**src/rtl/mul_fu_sched.sv**
```systemverilog
// rtl/mul_fu_sched.sv - shared multi-cycle MUL/DIV unit scheduler for the multiply reservation stations
// Define MUL_SCHED_RR_EN for round-robin station selection; otherwise the lowest ready index wins.
module mul_fu_sched #(
    parameter int NUM_RS  = 2,
    parameter int MUL_LAT = 10,
    parameter int DIV_LAT = 40
) (
    input  logic                 clk,
    input  logic                 rst,
    input  logic [NUM_RS-1:0]    rs_ready,
    input  logic [3*NUM_RS-1:0]  rs_op,
    input  logic [32*NUM_RS-1:0] rs_vj,
    input  logic [32*NUM_RS-1:0] rs_vk,
    input  logic [4*NUM_RS-1:0]  rs_tag,
    output logic [NUM_RS-1:0]    rs_grant,
    output logic [NUM_RS-1:0]    rs_done,
    output logic                 cdb_req,
    input  logic                 cdb_grant,
    output logic [3:0]           cdb_tag,
    output logic [31:0]          cdb_data,
    output logic                 fu_busy
);

    localparam int IDXW   = $clog2(NUM_RS);
    localparam int NSLOT  = 1 << IDXW;
    localparam int MAXLAT = (DIV_LAT > MUL_LAT) ? DIV_LAT : MUL_LAT;
    localparam int CW     = $clog2(MAXLAT + 1);
    localparam logic [2:0] OP_MUL = 3'd2;

    typedef enum logic [1:0] {
        ST_IDLE = 2'd0,
        ST_EXEC = 2'd1,
        ST_WB   = 2'd2
    } state_t;

    state_t            state_q, state_d;
    logic [CW-1:0]     cnt_q, cnt_d;
    logic [IDXW-1:0]   owner_q, owner_d;
    logic [2:0]        op_q, op_d;
    logic [31:0]       vj_q, vj_d;
    logic [31:0]       vk_q, vk_d;
    logic [3:0]        tag_q, tag_d;
    logic [31:0]       result_q, result_d;
    logic [NUM_RS-1:0] grant_q, grant_d;

    logic              sel_valid;
    logic [IDXW-1:0]   sel_idx;
    logic [NSLOT-1:0]  ready_pad;
    logic [2:0]        op_a  [NSLOT];
    logic [31:0]       vj_a  [NSLOT];
    logic [31:0]       vk_a  [NSLOT];
    logic [3:0]        tag_a [NSLOT];
    logic [31:0]       mul_res;
    logic [31:0]       div_res;
    logic [NUM_RS-1:0] one_hot_base;

    assign one_hot_base = {{(NUM_RS-1){1'b0}}, 1'b1};

    // Per-station slices, padded to a power of two so any index value is in range.
    for (genvar g = 0; g < NSLOT; g++) begin : g_slot
        if (g < NUM_RS) begin : g_real
            assign ready_pad[g] = rs_ready[g];
            assign op_a[g]      = rs_op[3*g +: 3];
            assign vj_a[g]      = rs_vj[32*g +: 32];
            assign vk_a[g]      = rs_vk[32*g +: 32];
            assign tag_a[g]     = rs_tag[4*g +: 4];
        end else begin : g_pad
            assign ready_pad[g] = 1'b0;
            assign op_a[g]      = 3'd0;
            assign vj_a[g]      = 32'd0;
            assign vk_a[g]      = 32'd0;
            assign tag_a[g]     = 4'd0;
        end
    end

`ifdef MUL_SCHED_RR_EN
    logic [IDXW-1:0] last_q, last_d;
    logic [IDXW-1:0] cand;

    // Scan downward from the farthest candidate so the nearest ready station after last_q wins.
    always_comb begin
        sel_valid = 1'b0;
        sel_idx   = '0;
        cand      = '0;
        for (int k = NUM_RS; k >= 1; k--) begin
            cand = IDXW'((int'(last_q) + k) % NUM_RS);
            if (ready_pad[cand]) begin
                sel_valid = 1'b1;
                sel_idx   = cand;
            end
        end
    end

    always_comb begin
        last_d = last_q;
        if (state_q == ST_IDLE && sel_valid) begin
            last_d = sel_idx;
        end
    end

    always_ff @(posedge clk or posedge rst) begin
        if (rst) begin
            last_q <= IDXW'(NUM_RS - 1);
        end else begin
            last_q <= last_d;
        end
    end
`else
    always_comb begin
        sel_valid = 1'b0;
        sel_idx   = '0;
        for (int k = NUM_RS - 1; k >= 0; k--) begin
            if (ready_pad[IDXW'(k)]) begin
                sel_valid = 1'b1;
                sel_idx   = IDXW'(k);
            end
        end
    end
`endif

    assign mul_res = vj_q * vk_q;
    assign div_res = (vk_q == 32'd0) ? 32'hFFFF_FFFF : (vj_q / vk_q);

    always_comb begin
        state_d  = state_q;
        cnt_d    = cnt_q;
        owner_d  = owner_q;
        op_d     = op_q;
        vj_d     = vj_q;
        vk_d     = vk_q;
        tag_d    = tag_q;
        result_d = result_q;
        grant_d  = '0;
        case (state_q)
            ST_IDLE: begin
                if (sel_valid) begin
                    state_d = ST_EXEC;
                    owner_d = sel_idx;
                    op_d    = op_a[sel_idx];
                    vj_d    = vj_a[sel_idx];
                    vk_d    = vk_a[sel_idx];
                    tag_d   = tag_a[sel_idx];
                    cnt_d   = (op_a[sel_idx] == OP_MUL) ? CW'(MUL_LAT - 1) : CW'(DIV_LAT - 1);
                    grant_d = one_hot_base << sel_idx;
                end
            end
            ST_EXEC: begin
                if (cnt_q == '0) begin
                    result_d = (op_q == OP_MUL) ? mul_res : div_res;
                    state_d  = ST_WB;
                end else begin
                    cnt_d = cnt_q - CW'(1);
                end
            end
            ST_WB: begin
                if (cdb_grant) begin
                    state_d = ST_IDLE;
                end
            end
            default: begin
                state_d = ST_IDLE;
            end
        endcase
    end

    always_ff @(posedge clk or posedge rst) begin
        if (rst) begin
            state_q  <= ST_IDLE;
            cnt_q    <= '0;
            owner_q  <= '0;
            op_q     <= 3'd0;
            vj_q     <= 32'd0;
            vk_q     <= 32'd0;
            tag_q    <= 4'd0;
            result_q <= 32'd0;
            grant_q  <= '0;
        end else begin
            state_q  <= state_d;
            cnt_q    <= cnt_d;
            owner_q  <= owner_d;
            op_q     <= op_d;
            vj_q     <= vj_d;
            vk_q     <= vk_d;
            tag_q    <= tag_d;
            result_q <= result_d;
            grant_q  <= grant_d;
        end
    end

    // Result and tag are forced to zero outside WB so the CDB mux sees a quiet source.
    assign fu_busy  = (state_q != ST_IDLE);
    assign cdb_req  = (state_q == ST_WB);
    assign cdb_tag  = cdb_req ? tag_q : 4'd0;
    assign cdb_data = cdb_req ? result_q : 32'd0;
    assign rs_done  = (cdb_req && cdb_grant) ? (one_hot_base << owner_q) : '0;
    assign rs_grant = grant_q;

endmodule
```
**config.mk**
```make
export PLATFORM = sky130hd
export DESIGN_NAME = mul_fu_sched
export DESIGN_NICKNAME = d
export VERILOG_FILES = /design/src/rtl/mul_fu_sched.sv
export SDC_FILE = /design/constraint.sdc
export NUM_CORES = 2
export LEC_CHECK = 0
export CORE_MARGIN = 10
export CORE_UTILIZATION = 40
export CTS_BUF_LIST = sky130_fd_sc_hd__clkbuf_16
export CTS_CLUSTER_DIAMETER = 60
export CTS_CLUSTER_SIZE = 25
export DETAILED_ROUTE_END_ITERATION = 7
export HOLD_SLACK_MARGIN = 0.08
export REMOVE_ABC_BUFFERS = 1
export SYNTH_ARGS = -nofsm -noshare
export SYNTH_HDL_FRONTEND = slang
export SYNTH_SLANG_ARGS = --single-unit
```
**constraint.sdc**
```tcl
create_clock -name clk -period 195.3 [get_ports clk]
set_input_delay 39.06 -clock clk [delete_from_list [all_inputs] [get_ports clk]]
set_output_delay 39.06 -clock clk [all_outputs]
set_load 0.01 [all_outputs]
```
==> insert_results.sql <==
INSERT INTO impl_metrics (metric_group, metric, value, unit) VALUES
('run_status', 'outcome', 'finished, final reports clean', ''),
('logic_synthesis', 'synth-xor-area-share', '7.23', '%'),
('setup_path', 'crit_path_max_incr_delay', '980', 'ps'),
('drt', 'avgRoutedWirePerCell', '23.0', 'um'),
('timing', 'grt_setup_unrepaired', 'false', ''),
('clock_tree', 'cts_tree', 'done', ''),
('global_routing', 'grt_start_max_net_pins', '73', ''),
('timing', 'finalCritPeriodShare', '44.7', '%'),
('logic_synthesis', 'post-synth-top-count-cell', 'nand2_1', ''),
('setup_path', 'cp-end-kind', 'flip-flop', ''),
('timing', 'fin_hold_ws', '477', 'ps'),
('logic_synthesis', 'yosys_warnings', '0', ''),
('layout', 'drive_above_1_share', '5.56', '%'),
('timing', 'max_freq', '11.4', 'MHz'),
('timing', 'final_worst_clock_skew', '13.4', 'ps'),
('timing', 'totalNegativeSetupSlack', '0', 'ps'),
('place', 'buffer_ports.inserted', '113', ''),
('setup_path', 'crit_path_start_kind', 'flip-flop', ''),
('drt', 'drc', '0', ''),
('floorplan', 'coreArea', '122000', 'um^2'),
('clock_tree', 'cts.reportedPaths.clkPinSlew', '90', 'ps'),
('layout', 'finish.cell_count_without_fillers', '8168', ''),
('timing', 'relSlewSlack', '18.8', '%'),
('floorplan', 'rows', '128', ''),
('clock_tree', 'post_cts_resize_count', '0', ''),
('logic_synthesis', 'yosys_register_bits', '112', ''),
('logic_synthesis', 'synth_cell_types', '103', ''),
('timing', 'final-setup-viol-count', '0', ''),
('logic_synthesis', 'synth_compound_area_share', '23.1', '%'),
('drt', 'final_antenna_net_count', '0', ''),
('logic_synthesis', 'post_synth_mux_area_share', '2.47', '%'),
('global_routing', 'grt_pass1_wl', '286', 'mm'),
('layout', 'multi_input_comb_area', '42800', 'um^2'),
('logic_synthesis', 'netlist_top_cells_area', 'ha_1, fa_1, nand2_1', ''),
('logic_synthesis', 'number_of_enable_type_register_cells_in_the_synthesized_netlist', '0', ''),
('setup_path', 'crit_arrival', '87670', 'ps'),
('drt', 'vias_per_cell', '5.99', ''),
('layout', 'regArea', '2800', 'um^2'),
('place', 'gp_congestion', '0.951', ''),
('clock_tree', 'post_cts_buffers', '0', ''),
('layout', 'layout.nets', '7749', ''),
('floorplan', 'io_pins', '189', ''),
('floorplan', 'fp.dieH', '370', 'um'),
('clock_tree', 'clock-root-buffer', 'clkbuf_16', ''),
('place', 'placedCellCount', '8151', ''),
('logic_synthesis', 'synth_seq_area_share', '5.71', '%'),
('global_routing', 'global_route.overflow_total', '0', ''),
('timing', 'timing_hold_violations_final', '0', ''),
('global_routing', 'grt_pass1_vias', '47500', ''),
('logic_synthesis', 'postSynthCellCount', '6567', ''),
('logic_synthesis', 'synthDominantAreaCellType', 'ha_1', ''),
('global_routing', 'antenna_found_initial', '13', ''),
('logic_synthesis', 'postSynth.topFlopCell', 'dfrtp_1', ''),
('floorplan', 'floorplan.initialDensity', '40.3', '%'),
('drt', 'dr.pass1.iters', '6', ''),
('clock_tree', 'cts.hold.buffers_added', '0', ''),
('logic_synthesis', 'synth.cell_area', '49100', 'um^2'),
('setup_path', 'critical_path.most_common_cell', 'ha_1', ''),
('floorplan', 'fp.dieArea', '137000', 'um^2'),
('logic_synthesis', 'dominant_combinational_cell_family_by_area_after_synthesis', 'adder cells', ''),
('place', 'place_ws', '110630', 'ps'),
('worst_hold_path', 'hold_path.class', 'reg2reg', ''),
('setup_path', 'cp_data_required_time', '195620', 'ps'),
('place', 'dp_hpwl', '146', 'mm'),
('layout', 'num-fill-cells', '12500', ''),
('clock_tree', 'worst_skew_pair.late_latency', '420', 'ps'),
('logic_synthesis', 'syn-mean-instance-area', '7.47', 'um^2'),
('global_routing', 'grt_util_all_layers', '26.6', '%'),
('clock_tree', 'clk_path_buf_depth', '2', ''),
('clock_tree', 'h-tree-depth', '3', ''),
('floorplan', 'die_w', '370', 'um');
==> worst max-delay path, delay by kind of cell (launching register included) <==
kind | cells | cell delay (ps)
AO/OA/AOI/OAI | 149 | 47070
AND/OR/NAND/NOR | 79 | 23050
adder cells (fa/ha/maj) | 31 | 10230
buffers and inverters | 14 | 3170
multiplexers | 8 | 2810
flip-flops | 1 | 660
==> cells in the final DEF, fill, tap and decap left out, types with 31 or more instances in the layout <==
cell type / Yosys / layout
mux2_2: 79 / 79
xor2_1: 153 / 153
a21o_1: 202 / 202
o211ai_1: 54 / 54
buf_4: 6 / 122
a31oi_1: 70 / 69
and3_1: 36 / 36
or3_1: 71 / 71
xnor2_1: 252 / 252
inv_1: 645 / 637
ha_1: 657 / 657
nor2b_1: 53 / 52
nor2_1: 535 / 532
dfrtp_1: 112 / 112
nor3_1: 170 / 169
nand3_1: 103 / 103
nand2_1: 901 / 900
a21oi_1: 393 / 390
o31ai_1: 44 / 44
o22ai_1: 40 / 40
and2_1: 124 / 124
nor4_1: 37 / 37
a211oi_1: 53 / 53
or2_2: 42 / 42
o21ai_0: 343 / 340
mux2i_1: 32 / 32
o21a_1: 140 / 140
o21bai_1: 31 / 31
fa_1: 408 / 408
nand2b_1: 52 / 52
nand4_1: 47 / 47
clkdlybuf4s50_1: 0 / 113
==> path summary, 6_finish.rpt <==
path / endpoint / slack [ps] / cells past startpoint / start
min: result_q[18] / 480 / 2 / result_q[18]
min in group asynchronous: tag_q[3] / 39110 / 2 / rst
max in group asynchronous: vk_q[29] / 154880 / 3 / rst
max reg2reg: result_q[0] / 107950 / 281 / vk_q[19]
min reg2reg: result_q[18] / 480 / 2 / result_q[18]
max: result_q[0] / 107950 / 281 / vk_q[19]
==> sequential cells by signal (all words and copies together), names as in the netlist <==
| register | count |
|---|---|
| result_q | 32 |
| vj_q | 32 |
| vk_q | 32 |
| cnt_q | 6 |
| tag_q | 4 |
| op_q | 3 |
| state_q | 2 |
| rs_grant | 1 |
==> final cells by class <==
cell class                 instances  share of cell area [%]
antenna                            1                 0.00477
clock buffer                       9                   0.429
clock inverter                     7                   0.174
inverter                         648                    4.65
multi-input combinational       5531                    81.6
sequential                       112                    5.34
tap                             1625                    3.87
timing repair buffer             235                    3.90
==> through the flow <==
| stage | utilization (%) | area [um^2] |
|---|---|---|
| after floorplan | - | 48000 |
| after global placement | 42.8 | 52200 |
| after detailed placement | 42.8 | 52200 |
| after CTS | 43.1 | 52500 |
| after global routing | 43.1 | 52500 |
| final | 43.1 | 52500 |
==> per-layer routing <==
| layer | up-vias | track usage, % | share of wire (%) |
|---|---|---|---|
| li1 | 22800 | - | - |
| met1 | 23700 | 36.3 | 44 |
| met2 | 2049 | 42.0 | 44 |
| met3 | 329 | 4.43 | 8.5 |
| met4 | 4 | 9.44 | 3.9 |
| met5 | - | 0 | 0.030 |
==> logic make-up after synthesis <==
group	count (synthesis)
compound gates	1701
flops	112
fa+ha+maj	1065
buf+inv	925
simple gates	2247
mux	111
other cells	1
xor+xnor	405
Power is not shown: default switching activity piles up to over one toggle a cycle in this logic, so the estimate is an artifact.
